File: src/rtl/branch_cond_ctrl.sv
//------------------------------------------------------------------------------
// branch_cond_ctrl
//
// Resolves conditional branches around an external 8:1 flag multiplexer.
// The block holds the architectural flag register. It accepts one branch
// request at a time and drives the mux with a snapshot of the flags and the
// condition select. It waits MUX_LAT cycles for the mux result, applies the
// condition polarity, and then reports the outcome for one cycle. When the
// branch is taken it also pulses a PC load.
//
// Ports
//   clk         system clock, all state on the rising edge
//   rst_n       asynchronous active-low reset
//   alu_flags   flag values from the ALU
//   flags_we    write alu_flags into the flag register this edge
//   br_valid    branch request present (held by requester until accepted)
//   br_cond     [2:0] condition select, [3] invert result
//   br_target   branch destination
//   br_ready    controller can accept a request (state decode)
//   mux_flags   flag vector driven to the flag mux
//   mux_select  select driven to the flag mux
//   mux_flag    selected flag returned by the mux
//   pc_load     one-cycle pulse: load pc_target into the PC
//   pc_target   latched branch target
//   br_done     one-cycle pulse: branch resolved
//   br_taken    resolution result, valid while br_done=1
//------------------------------------------------------------------------------
module branch_cond_ctrl #(
    parameter int ADDR_W  = 8,
    parameter int MUX_LAT = 1
) (
    input  logic              clk,
    input  logic              rst_n,
    input  logic [5:0]        alu_flags,
    input  logic              flags_we,
    input  logic              br_valid,
    input  logic [3:0]        br_cond,
    input  logic [ADDR_W-1:0] br_target,
    output logic              br_ready,
    output logic [5:0]        mux_flags,
    output logic [2:0]        mux_select,
    input  logic              mux_flag,
    output logic              pc_load,
    output logic [ADDR_W-1:0] pc_target,
    output logic              br_done,
    output logic              br_taken
);

    localparam int CNT_W = (MUX_LAT < 2) ? 1 : $clog2(MUX_LAT + 1);

    typedef enum logic [1:0] {
        S_IDLE = 2'd0,
        S_WAIT = 2'd1,
        S_DONE = 2'd2
    } state_t;

    state_t              state_q,    state_d;
    logic [5:0]          flags_q,    flags_d;
    logic [5:0]          snap_q,     snap_d;
    logic [3:0]          cond_q,     cond_d;
    logic [ADDR_W-1:0]   target_q,   target_d;
    logic [CNT_W-1:0]    cnt_q,      cnt_d;
    logic                pc_load_q,  pc_load_d;
    logic                br_done_q,  br_done_d;
    logic                br_taken_q, br_taken_d;

    // Outcome of the fixed codes 6 (always) and 7 (never).
    logic                fixed_taken;
    assign fixed_taken = (br_cond[2:0] == 3'd6) ^ br_cond[3];

    //--------------------------------------------------------------------------
    // State register
    //--------------------------------------------------------------------------
    always_ff @(posedge clk or negedge rst_n) begin
        if (!rst_n) begin
            state_q    <= S_IDLE;
            flags_q    <= '0;
            snap_q     <= '0;
            cond_q     <= '0;
            target_q   <= '0;
            cnt_q      <= '0;
            pc_load_q  <= 1'b0;
            br_done_q  <= 1'b0;
            br_taken_q <= 1'b0;
        end else begin
            state_q    <= state_d;
            flags_q    <= flags_d;
            snap_q     <= snap_d;
            cond_q     <= cond_d;
            target_q   <= target_d;
            cnt_q      <= cnt_d;
            pc_load_q  <= pc_load_d;
            br_done_q  <= br_done_d;
            br_taken_q <= br_taken_d;
        end
    end

    //--------------------------------------------------------------------------
    // Next-state logic
    //--------------------------------------------------------------------------
    always_comb begin
        state_d    = state_q;
        flags_d    = flags_we ? alu_flags : flags_q;
        snap_d     = snap_q;
        cond_d     = cond_q;
        target_d   = target_q;
        cnt_d      = cnt_q;
        // The result pulses are high only in the cycle spent in DONE.
        pc_load_d  = 1'b0;
        br_done_d  = 1'b0;
        br_taken_d = 1'b0;

        unique case (state_q)
            S_IDLE: begin
                if (br_valid) begin
                    cond_d   = br_cond;
                    target_d = br_target;
                    // A flag write on the accept edge is forwarded into the
                    // snapshot so the branch sees the newest flags.
                    snap_d   = flags_we ? alu_flags : flags_q;
                    cnt_d    = CNT_W'(MUX_LAT);
                    if (br_cond[2:1] == 2'b11) begin
                        // Codes 6/7 do not need the mux.
                        state_d    = S_DONE;
                        br_done_d  = 1'b1;
                        br_taken_d = fixed_taken;
                        pc_load_d  = fixed_taken;
                    end else begin
                        state_d = S_WAIT;
                    end
                end
            end

            S_WAIT: begin
                if (cnt_q == CNT_W'(1)) begin
                    state_d    = S_DONE;
                    br_done_d  = 1'b1;
                    br_taken_d = mux_flag ^ cond_q[3];
                    pc_load_d  = mux_flag ^ cond_q[3];
                end else begin
                    cnt_d = cnt_q - CNT_W'(1);
                end
            end

            S_DONE: begin
                state_d = S_IDLE;
            end

            default: begin
                state_d = S_IDLE;
            end
        endcase
    end

    //--------------------------------------------------------------------------
    // Outputs
    //--------------------------------------------------------------------------
    // While idle, the mux shows the live flag register. During a request it
    // shows the snapshot and the condition, and both stay constant.
    assign mux_flags  = (state_q == S_IDLE) ? flags_q : snap_q;
    assign mux_select = (state_q == S_IDLE) ? 3'd0    : cond_q[2:0];

    // br_ready is held low during reset. It is never derived from br_valid.
    assign br_ready   = (state_q == S_IDLE) && rst_n;

    assign pc_load    = pc_load_q;
    assign br_done    = br_done_q;
    assign br_taken   = br_taken_q;
    assign pc_target  = target_q;

endmodule

File: config.mk
export PLATFORM = sky130hd
export DESIGN_NAME = branch_cond_ctrl
export DESIGN_NICKNAME = d
export VERILOG_FILES = /design/src/rtl/branch_cond_ctrl.sv
export SDC_FILE = /design/constraint.sdc
export NUM_CORES = 1
export LEC_CHECK = 0
export ABC_CLOCK_PERIOD_IN_PS = 1600
export BUFFER_PORTS_ARGS = -buffer_cell sky130_fd_sc_hd__buf_2
export CAP_MARGIN = 15
export CORE_MARGIN = 2
export CORE_UTILIZATION = 30
export CTS_BUF_LIST = sky130_fd_sc_hd__clkbuf_2
export CTS_CLUSTER_DIAMETER = 100
export DETAILED_ROUTE_END_ITERATION = 10
export GPL_TIMING_DRIVEN = 0
export HOLD_SLACK_MARGIN = 0.15
export PLACE_DENSITY = 0.49
export RECOVER_POWER = 50
export SETUP_SLACK_MARGIN = 0.05
export SLEW_MARGIN = 40
export SYNTH_ARGS = -nofsm -noshare
export SYNTH_HDL_FRONTEND = slang
export SYNTH_SLANG_ARGS = --single-unit
File: constraint.sdc
create_clock -name clk -period 1.6 [get_ports clk]
set_input_delay 0.08 -clock clk [delete_from_list [all_inputs] [get_ports clk]]
set_output_delay 0.08 -clock clk [all_outputs]
set_load 0.02 [all_outputs]
### Word-level counts from Yosys, hierarchy flattened

Cells that the tools add are included.

| storage, ports and cells | value |
|---|---|
| flip-flop bits (word level) | 29 |
| output and inout port bits | 21 |
| word-level logic and storage cells | 40 |

| operators by class | value |
|---|---|
| add/subtract/negate cells | 1 |
| equality and inequality tests | 5 |
| multiplexer cells | 18 |
| bitwise gates (word level) | 2 |
| reduce and logical (&&, ||, !) cells | 6 |

Operator list:

| kind | count |
|---|---|
| 6-bit two-way mux | 2 |
| 1-bit two-way mux | 8 |
| 2-bit two-way mux | 3 |
| 1-bit case mux with 2 select lines | 3 |
| 2-bit AND reduction | 3 |
| 2-bit inequality test (second input constant) | 2 |
| 2-bit case mux with 2 select lines | 1 |
| 3-bit == test (second input constant) | 1 |
| 3-bit two-way mux | 1 |
| 2-bit by 1-bit == test with 1-bit output (second input constant) | 1 |
| 2-bit == test (second input constant) | 1 |
| 2-bit zero test | 1 |
| 2-bit nonzero test | 1 |
| 1-bit XOR | 2 |
| 1-bit logical AND | 1 |
| 1-bit subtractor (second input constant) | 1 |

### Longest topological paths before layout

Gate-level depths: netlist of the first run.

| depth | value |
|---|---|
| depth after elaboration | 5 |
| mapped depth | 6 |

### Worst setup path after synthesis of the first run

Ideal clock, no wire load.

| timing path | value |
|---|---|
| path kind | register -> register |
| start point | register state_q[1] |
| end point | register cond_q[0] |
| arrival time | 1,247 ps |
| required time | 1,475 ps |
| setup slack | 228 ps |
| cell stages (with the launch flop) | 6 |
| clock period less this slack | 1,372 ps |
| cells stage by stage | dfrtp_1 > buf_6 > nor3b_2 > buf_6 > buf_12 > mux2_4 |

| between the ends | value |
|---|---|
| word-level cells in the longest chain between the ends | 2 |

Ends and longest elaborated chain:

| what | RTL line | text |
|---|---|---|
| start: declaration | 57 | `state_t state_q, state_d;` |
| start signal: assignment | 86 | `state_q <= state_d;` |
| 2-bit zero test | 113 | `unique case (state_q)` |
| 2-bit AND reduction (no line) | -- |  |
| end signal: assignment | 89 | `cond_q <= cond_d;` |
| end: declaration | 60 | `logic [3:0] cond_q, cond_d;` |

No other way between the ends.
A chain may end at the register's enable or synchronous reset.

### Worst setup path in the final report of the first run

| timing path | value |
|---|---|
| start point | register state_q[1] |
| end point | output port mux_flags[0] |

| between the ends | value |
|---|---|
| word-level cells in the longest chain between the ends | 2 |

Ends and longest elaborated chain:

| what | RTL line | text |
|---|---|---|
| 2-bit zero test | 160 | `assign mux_flags = (state_q == S_IDLE) ? flags_q : snap_q;` |
| 6-bit two-way mux | 160 |  |
| end: declaration | 40 | `output logic [5:0] mux_flags,` |

No other way between the ends.

==> impl_metrics.tcl, run 1 <==
set metrics [dict create \
    outcome "finished with violations" \
    violations "negative setup slack" \
    layoutNonFillerInstCount 216 \
    clk_root_buffer_cell "clkbuf_2" \
    r2r_cells 5 \
    setup_slack_ps -100 \
    avgSynthCellArea_um2 15.1 \
    path_cells "buf_6, nor2_4, buf_12, mux2_2, buf_2" \
    min_to "snap_q[5]" \
    cp_slowest_cell "dfrtp_1" \
    gp_congestion 0.739 \
    area_growth_pct 51.4 \
    regToRegEndpoint "snap_q[0]" \
    tightest_slew_ps 721 \
    report.final.slew_viol_count 0 \
    netlist_area_um2 1280 \
    drtAntennaViolNets 0 \
    cts.sinks 29 \
    viasPerCell 4.27 \
    yosysTopAreaCell "dfrtp_1" \
    fin_area_um2 1940 \
    remaining_drc_errors 0 \
    ys_top_cells_by_area "dfrtp_1 (57%), mux2_2 (18%), mux2_4 (11%)" \
    grt_first_pass_wirelength_um 4370 \
    nFillCells 371 \
    place_inst 177 \
    htreeDepth 2 \
    grtUsageTotal_pct 11.7 \
    die-width_um 69.4 \
    die_area_um2 4810 \
    wl_met1_um 1200 \
    wl_met3_um 151 \
    r2r_start "state_q[1]" \
    pwr-share-comb_pct 39.5 \
    finalSetupViolCount 6 \
    rows 23 \
    clk_pin_slew_worst_paths_ps 160 \
    cts_buffers 5 \
    crit_family "buffers and inverters" \
    gr-total-overflow 0 \
    dp_worst_setup_slack_ps 29.0 \
    finalHoldViolCount 0 \
    io_pins 44 \
    synth.distinct_cells 21 \
    cts_tree "done" \
    min_path_cells 3 \
    vias 922 \
    worstPathArrival_ps 1620 \
    ys_ff_latch 29 \
    worst_setup_path_start_kind "register" \
    pwr-share-clk_pct 16.5 \
    hp-start "flags_we" \
    grt_max_degree 30 \
    swShare_pct 33.2 \
    power_frac_seq_pct 44.1 \
    synth_flop_cell "dfrtp_1" \
    synth_edf_count 0 \
    postSynthCellCount 85 \
    grt_setup_unrepaired "true" \
    r2r_setup_slack_ps 130 \
    crit_fanout 10 \
    syn_nets 108 \
    layout_common_cells "buf_2 (35), dfrtp_1 (28), dlygate4sd3_1 (27)" \
    firstDrtPassIters 3 \
    synth_top_area_share_pct 56.6 \
    initial_core_util_pct 31.6 \
    layout.nets 188 \
    antenna_found_initial 0 \
    max_freq_mhz 588 \
    grt_pass1_vias 948 \
    fin_crit_ps 1700 \
    synth-async-reset-ratio_pct 100 \
    ir_drop_mv 0.579 \
    drv_cap 0 \
    wl_met2_um 1300 \
    core_area_um2 4060 \
    seq_area_frac_synth_pct 56.6 \
    highest_layer "met4" \
    wl_um 2670 \
    port_buffers 42 \
    power_per_cell_area_nw_per_um2 1140 \
    crit_type "reg2out" \
    maxSlewHeadroom_pct 51.9 \
    antenna_cells 0 \
    yosysWarnings 0 \
    dpl.hpwl_um 1680 \
    p_leak_nw 0.909 \
    cp-end-kind "primary output" \
    total_power_mw 2.22 \
    dpl-instance-area_um2 1560 \
    clk_latency_ps 340 \
    crit_start "state_q[1]" \
    first_iter_violations 12 \
    drt-wirelength-per-cell_um 12.4 \
    cp_slowest_stage_delay_ps 410 \
    crit_buf_inv 3 \
    p_sw_uw 735 \
    required_ps 1520 \
    p_int_mw 1.48 \
    cts_max_path_buffers 2 \
    final_common_cell "buf_2" \
    die_height_um 69.4 \
    drive_gt1_share_pct 51.8 \
    finClkSkew_ps 11.3 \
    fin_crit_sh_pct 106 \
    hold_class "in2reg" \
]
## routing by layer
layer | vias up | global-route usage, %
met3 | 4 | 4.65
met1 | 439 | 13.2
li1 | 453 | -
met5 | - | 0
met4 | 0 | 4.58
met2 | 26 | 19.8
## worst min-delay path, delay by kind of cell
kind                   cells  cell delay [ps]
buffers and inverters      1              170
muxes                      2              310
## cell type report
cell class                 count  area, µm²  share of cell area [%]
timing repair buffer          73        551                    28.4
buffer                         5       55.1                    2.84
clock buffer                   6       30.0                    1.55
tap                           50       62.6                    3.22
multi-input combinational     51        507                    26.1
clock inverter                 2       10.0                   0.515
sequential                    29        727                    37.4
## flip-flops by register name, indices dropped and copies added (netlist names)
signal / count
cnt_q: 1
flags_q: 6
br_taken: 1
state_q: 2
br_done: 1
cond_q: 4
snap_q: 6
pc_target: 8
## synthesized netlist by cell type (2+ instances only)
master,count
nand2_1,2
dfrtp_1,29
buf_6,2
nor2_1,4
mux2_4,9
mux2_2,21
nor2b_1,4
## metrics by stage
stage                     TNS [ps]  hold slack (ps)  util [%]
final                         -511              232      47.9
after floorplan                  0             -216         -
after CTS                     -723              185      47.1
after global placement           0              142      38.3
after global routing         -1070              200      47.9
after detailed placement         0              158      38.3
## worst max path at each step
stage,endpoint,cells after the start
finish,mux_flags[0],5
detailed placement,mux_flags[0],4
global route,mux_flags[0],5
global placement,mux_flags[0],4
floorplan,cond_q[0],5
CTS,mux_flags[0],5
## power by group through the flow
stage	combinational [mW]	clock (mW)	sequential (mW)
4_1_cts	0.851	0.381	0.978
2_1_floorplan	0.461	0	1.05
3_5_place_dp	0.757	0	0.988
6_report	0.875	0.365	0.977
5_1_grt	0.933	0.423	1.00
3_3_place_gp	0.747	0	0.981
## what timing repair did
| action | in CTS | in global routing |
|---|---|---|
| cloned | 0 | 0 |
| endpoints found under the hold margin | 58 | 0 |
| setup endpoints to repair | 10 | 8 |
| hold buffers | 28 | 0 |
| gates resized for setup | 2 | 4 |
| pin swaps | 1 | 0 |
| buffers inserted | 1 | 2 |
## cells by family (layout without fill, tap and decap cells)
| kind of cell | count (synthesis) | after routing | share of synthesized area, % |
|---|---|---|---|
| xor gates and xnor gates | 2 | 2 | 1.37 |
| AOI/OAI and AO/OA | 4 | 4 | 2.15 |
| muxes | 30 | 30 | 29.0 |
| DFF | 29 | 29 | 56.6 |
| buffers and inverters | 5 | 86 | 4.29 |
| and+or+nand+nor | 15 | 15 | 6.63 |
Note: power is estimated with default switching activity, not from simulation.
==> run 2: changes to the inputs <==
==> constraint.sdc (replaced) <==
create_clock -name clk -period 1.6 [get_ports clk]
set_input_delay 0.16 -clock clk [delete_from_list [all_inputs] [get_ports clk]]
set_output_delay 0.16 -clock clk [all_outputs]
set_load 0.02 [all_outputs]
==> impl_metrics.tcl, run 2 (synthesis gave the netlist of run 1 again) <==
set metrics [dict create \
    p_leak_nw 0.905 \
    r2r_start "state_q[1]" \
    cts.sinks 29 \
    hold_class "in2async" \
    report.final.slew_viol_count 0 \
    firstDrtPassIters 3 \
    fin_crit_sh_pct 112 \
    outcome "finished with violations" \
    htreeDepth 2 \
    crit_end "mux_flags[0]" \
    seqCellArea_um2 727 \
    power_per_cell_area_nw_per_um2 1160 \
    r2r_cells 5 \
    crit_start "state_q[1]" \
    required_ps 1440 \
    cts_buffers 5 \
    cts_tree "done" \
    layout_common_cells "buf_2 (37), dfrtp_1 (28), dlygate4sd3_1 (22)" \
    antenna_cells 0 \
    largest_reg_flops 8 \
    drtAntennaViolNets 0 \
    regToRegEndpoint "snap_q[0]" \
    dpl-instance-area_um2 1560 \
    die_area_um2 4810 \
    finalHoldViolCount 0 \
    ir_drop_mv 0.536 \
    cts_max_path_buffers 2 \
    fin_crit_ps 1780 \
    antenna_found_initial 0 \
    rows 23 \
    crit_fanout 10 \
    remaining_drc_errors 0 \
    drv_cap 0 \
    finClkSkew_ps 15.4 \
    tightest_slew_ps 718 \
    worst_setup_path_start_kind "register" \
    cp-end-kind "primary output" \
    grtUsageTotal_pct 11.2 \
    dp_worst_setup_slack_ps -51.0 \
    core_area_um2 4060 \
    max_freq_mhz 560 \
    grt_first_pass_wirelength_um 4160 \
    multiInputGateArea_um2 507 \
    clk_pin_slew_worst_paths_ps 160 \
    gp_congestion 0.739 \
    clk_latency_ps 350 \
    timing.hold.ws_ps 507 \
    drt-wirelength-per-cell_um 12.3 \
    vias 901 \
    dpl.hpwl_um 1680 \
    area_growth_pct 48.6 \
    grt_setup_unrepaired "true" \
    wl_um 2600 \
    clk_root_buffer_cell "clkbuf_2" \
    first_iter_violations 14 \
    final_common_cell "buf_2" \
    layout.nets 183 \
    grt_pass1_vias 901 \
    die_height_um 69.4 \
    drive_gt1_share_pct 56.5 \
    viasPerCell 4.27 \
    r2r_setup_slack_ps 120 \
    crit_type "reg2out" \
    nFillCells 369 \
    grt_max_degree 30 \
    initial_core_util_pct 31.6 \
    die-width_um 69.4 \
    io_pins 44 \
    fin_area_um2 1910 \
    worstPathArrival_ps 1620 \
    maxSlewHeadroom_pct 52.1 \
    setup_slack_ps -184 \
    violations "negative setup slack" \
    gr-total-overflow 0 \
    finalSetupViolCount 6 \
    port_buffers 42 \
]
-- run 2: cell count changes in the layout (fill, tap and decap cells not counted), sizes merged --
cell         delta
buf             +5
dlygate4sd3     -5
clkbuf          -5
-- run 2: critical path, stage by stage (launching register included) --
cell	delay (ps)
dfrtp_1	410
buf_6	140
nor2_4	100
buf_12	140
mux2_2	340
buf_2	160
-- run 2: worst min path at each step --
stage	to	depth (start not counted)	start	slack, ps
after global routing	pc_target[3]	3	br_target[3]	520
after detailed placement	pc_target[2]	1	rst_n	240
final	pc_target[2]	3	rst_n	510
after floorplan	br_done	0	rst_n	-140
after CTS	flags_q[5]	2	flags_we	160
after global placement	pc_target[0]	1	rst_n	220
-- run 2: routing by layer --
metal / share of wire (%) / global-route usage (%) / wire length (µm)
met5: 0 / 0 / 0
met4: 0.92 / 4.58 / 24
met3: 5.6 / 4.65 / 145
met2: 48 / 18.8 / 1260
met1: 45 / 12.7 / 1170
-- run 2: power by group --
group	switching [mW]	internal [mW]	leakage (nW)
sequential	0.0850	0.892	0.341
clock	0.256	0.110	0.0327
combinational	0.391	0.480	0.531
total	0.732	1.48	0.905
-- run 2: final cells by class --
cell class	count	share of cell area [%]
buffer	5	2.89
sequential	29	38.1
timing repair buffer	68	27.0
clock inverter	2	0.525
tap	50	3.28
multi-input combinational	51	26.6
clock buffer	6	1.58
-- run 2: stage by stage --
step,power [mW],std cells,utilization (%),setup TNS [ps]
after floorplan,1.51,85,-,0
after global placement,1.73,177,38.3,-229
after detailed placement,1.74,177,38.3,-222
after CTS,2.19,208,45.8,-1200
after global routing,2.35,211,47.0,-1590
final,2.21,211,47.0,-1020
-- run 2: what timing repair did --
| item | 4_1_cts | 5_1_grt |
|---|---|---|
| pin swaps | 1 | 0 |
| endpoints found under the setup margin | 10 | 11 |
| hold buffers | 22 | 1 |
| buffers inserted | 1 | 2 |
| resized for setup | 4 | 5 |
| endpoints found under the hold margin | 52 | 2 |
==> run 3: changes to the inputs <==
BUFFER_PORTS_ARGS = unset   (was -buffer_cell sky130_fd_sc_hd__buf_2)
DONT_BUFFER_PORTS = 1   (was unset)
PLACE_DENSITY = 0.41   (was 0.49)
==> impl_metrics.tcl, run 3 (synthesis gave the netlist of run 1 again) <==
set metrics [dict create \
    outcome "finished with violations" \
    violations "negative setup slack" \
    cts_max_path_buffers 2 \
    tightest_slew_ps 730 \
    hold_class "in2reg" \
    final_common_cell "dfrtp_1" \
    finClkSkew_ps 33.1 \
    initial_core_util_pct 31.6 \
    pwr-share-clk_pct 16.4 \
    worstPathArrival_ps 1510 \
    worst_setup_path_start_kind "register" \
    htreeDepth 2 \
    required_ps 1440 \
    crit_family "flip-flops" \
    drt-wirelength-per-cell_um 15.7 \
    largest_reg_flops 8 \
    clk_pin_slew_worst_paths_ps 170 \
    finalSetupViolCount 7 \
    power_frac_seq_pct 50.1 \
    setup_slack_ps -67.0 \
    clk_latency_ps 370 \
    rows 23 \
    grt_setup_unrepaired "true" \
    fin_crit_ps 1670 \
    r2r_setup_slack_ps -20 \
    firstDrtPassIters 4 \
    fin_crit_sh_pct 104 \
    antenna_cells 0 \
    io_pins 44 \
    r2r_cells 6 \
    cts_tree "done" \
    die-width_um 69.4 \
    p_leak_nw 0.791 \
    gr-total-overflow 0 \
    layout.nets 149 \
    cp-end-kind "primary output" \
    finalHoldViolCount 0 \
    place_inst 135 \
    cp_slowest_cell "dfrtp_1" \
    maxSlewHeadroom_pct 51.4 \
    first_iter_violations 49 \
    dpl.hpwl_um 1600 \
    die_height_um 69.4 \
    drv_cap 0 \
    viasPerCell 4.64 \
    crit_fanout 5 \
    wl_um 2780 \
    total_power_mw 2.13 \
    grt_max_degree 30 \
    cts.sinks 29 \
    layout_common_cells "dfrtp_1 (28), dlygate4sd3_1 (24), mux2_4 (15), mux2_2 (15), buf_4 (7)" \
    p_int_mw 1.40 \
    drtAntennaViolNets 0 \
    vias 821 \
    swShare_pct 34.0 \
    grtUsageTotal_pct 12.4 \
    core_area_um2 4060 \
    cp_slowest_stage_delay_ps 410 \
    path_depth 3 \
    pwr-share-comb_pct 33.4 \
    min_path_cells 2 \
    clk_root_buffer_cell "clkbuf_2" \
    ir_drop_mv 0.480 \
    antenna_found_initial 0 \
    crit_buf_inv 1 \
    path_cells "buf_6, nor2_4, mux2_4" \
    crit_type "reg2out" \
    layoutNonFillerInstCount 177 \
    remaining_drc_errors 0 \
    grt_pass1_vias 942 \
    p_sw_uw 723 \
    cts_buffers 5 \
    port_buffers 0 \
    drive_gt1_share_pct 44.9 \
    area_growth_pct 38.1 \
    power_per_cell_area_nw_per_um2 1200 \
    grt_first_pass_wirelength_um 4460 \
    report.final.slew_viol_count 0 \
    max_freq_mhz 600 \
    die_area_um2 4810 \
    gp_congestion 0.720 \
]
-- run 3: changes by cell type in the layout (fill, tap and decap cells not counted), moves of 3 or more --
cell,previous run,this run
nor2b_1,4,1
mux2_2,21,15
buf_2,37,1
nor2b_2,0,3
mux2_4,9,15
buf_4,4,7
-- run 3: layout make-up --
cell class                      instances  area, µm²
Sequential cell                        29        727
Clock buffer                            5       25.0
Clock inverter                          3       12.5
Multi-Input combinational cell         52        554
Timing Repair Buffer                   33        335
Tap cell                               50       62.6
Buffer                                  5       55.1
Fill cell                             399       2290
-- run 3: power groups by stage --
stage / logic [mW] / registers [mW] / clock network (mW)
2_1_floorplan: 0.461 / 1.05 / 0
3_3_place_gp: 0.509 / 1.08 / 0
3_5_place_dp: 0.514 / 1.08 / 0
4_1_cts: 0.675 / 1.07 / 0.375
5_1_grt: 0.765 / 1.09 / 0.399
6_report: 0.711 / 1.07 / 0.349
-- run 3: final timing paths --
path | startpoint | to
setup / recovery | state_q[1] | mux_flags[3]
max in group asynchronous | rst_n | pc_target[5]
hold reg to reg | cond_q[0] | cond_q[0]
hold / removal | flags_we | flags_q[4]
setup reg to reg | state_q[1] | pc_target[4]
min in group asynchronous | rst_n | cond_q[1]
-- run 3: metrics by stage --
stage	instance area (µm²)	setup WS, ps	utilization [%]	setup TNS [ps]	hold WS (ps)
final	1770	-67.0	43.7	-359	194
after global routing	1770	-111	43.7	-812	189
after CTS	1720	-99.1	42.4	-758	164
after detailed placement	1350	6.28	33.1	0	-135
after global placement	1350	26.4	33.1	0	-135
after floorplan	1280	228	-	0	-136
-- run 3: worst reg2reg max path, delay by kind of cell (launching register included) --
family | cells | cell delay (ps)
buffers and inverters | 4 | 620
multiplexers | 1 | 290
AND/OR/NAND/NOR | 1 | 180
flip-flops | 1 | 410
-- run 3: metal layers --
layer,track usage [%],share of wire (%),wire length [µm],vias up
met5,0,0,0,-
met4,7.19,1.5,41,0
met3,4.65,6.5,180,8
met2,19.4,49,1350,35
met1,14.4,43,1200,403
li1,-,-,-,375
-- run 3: timing repair --
item / in CTS / in global routing
cloned: 1 / 1
gates resized for setup: 12 / 1
setup buffers: 4 / 3
pin swaps: 2 / 0
hold endpoints to repair: 58 / 0
setup endpoints to repair: 10 / 18
hold buffers: 25 / 0
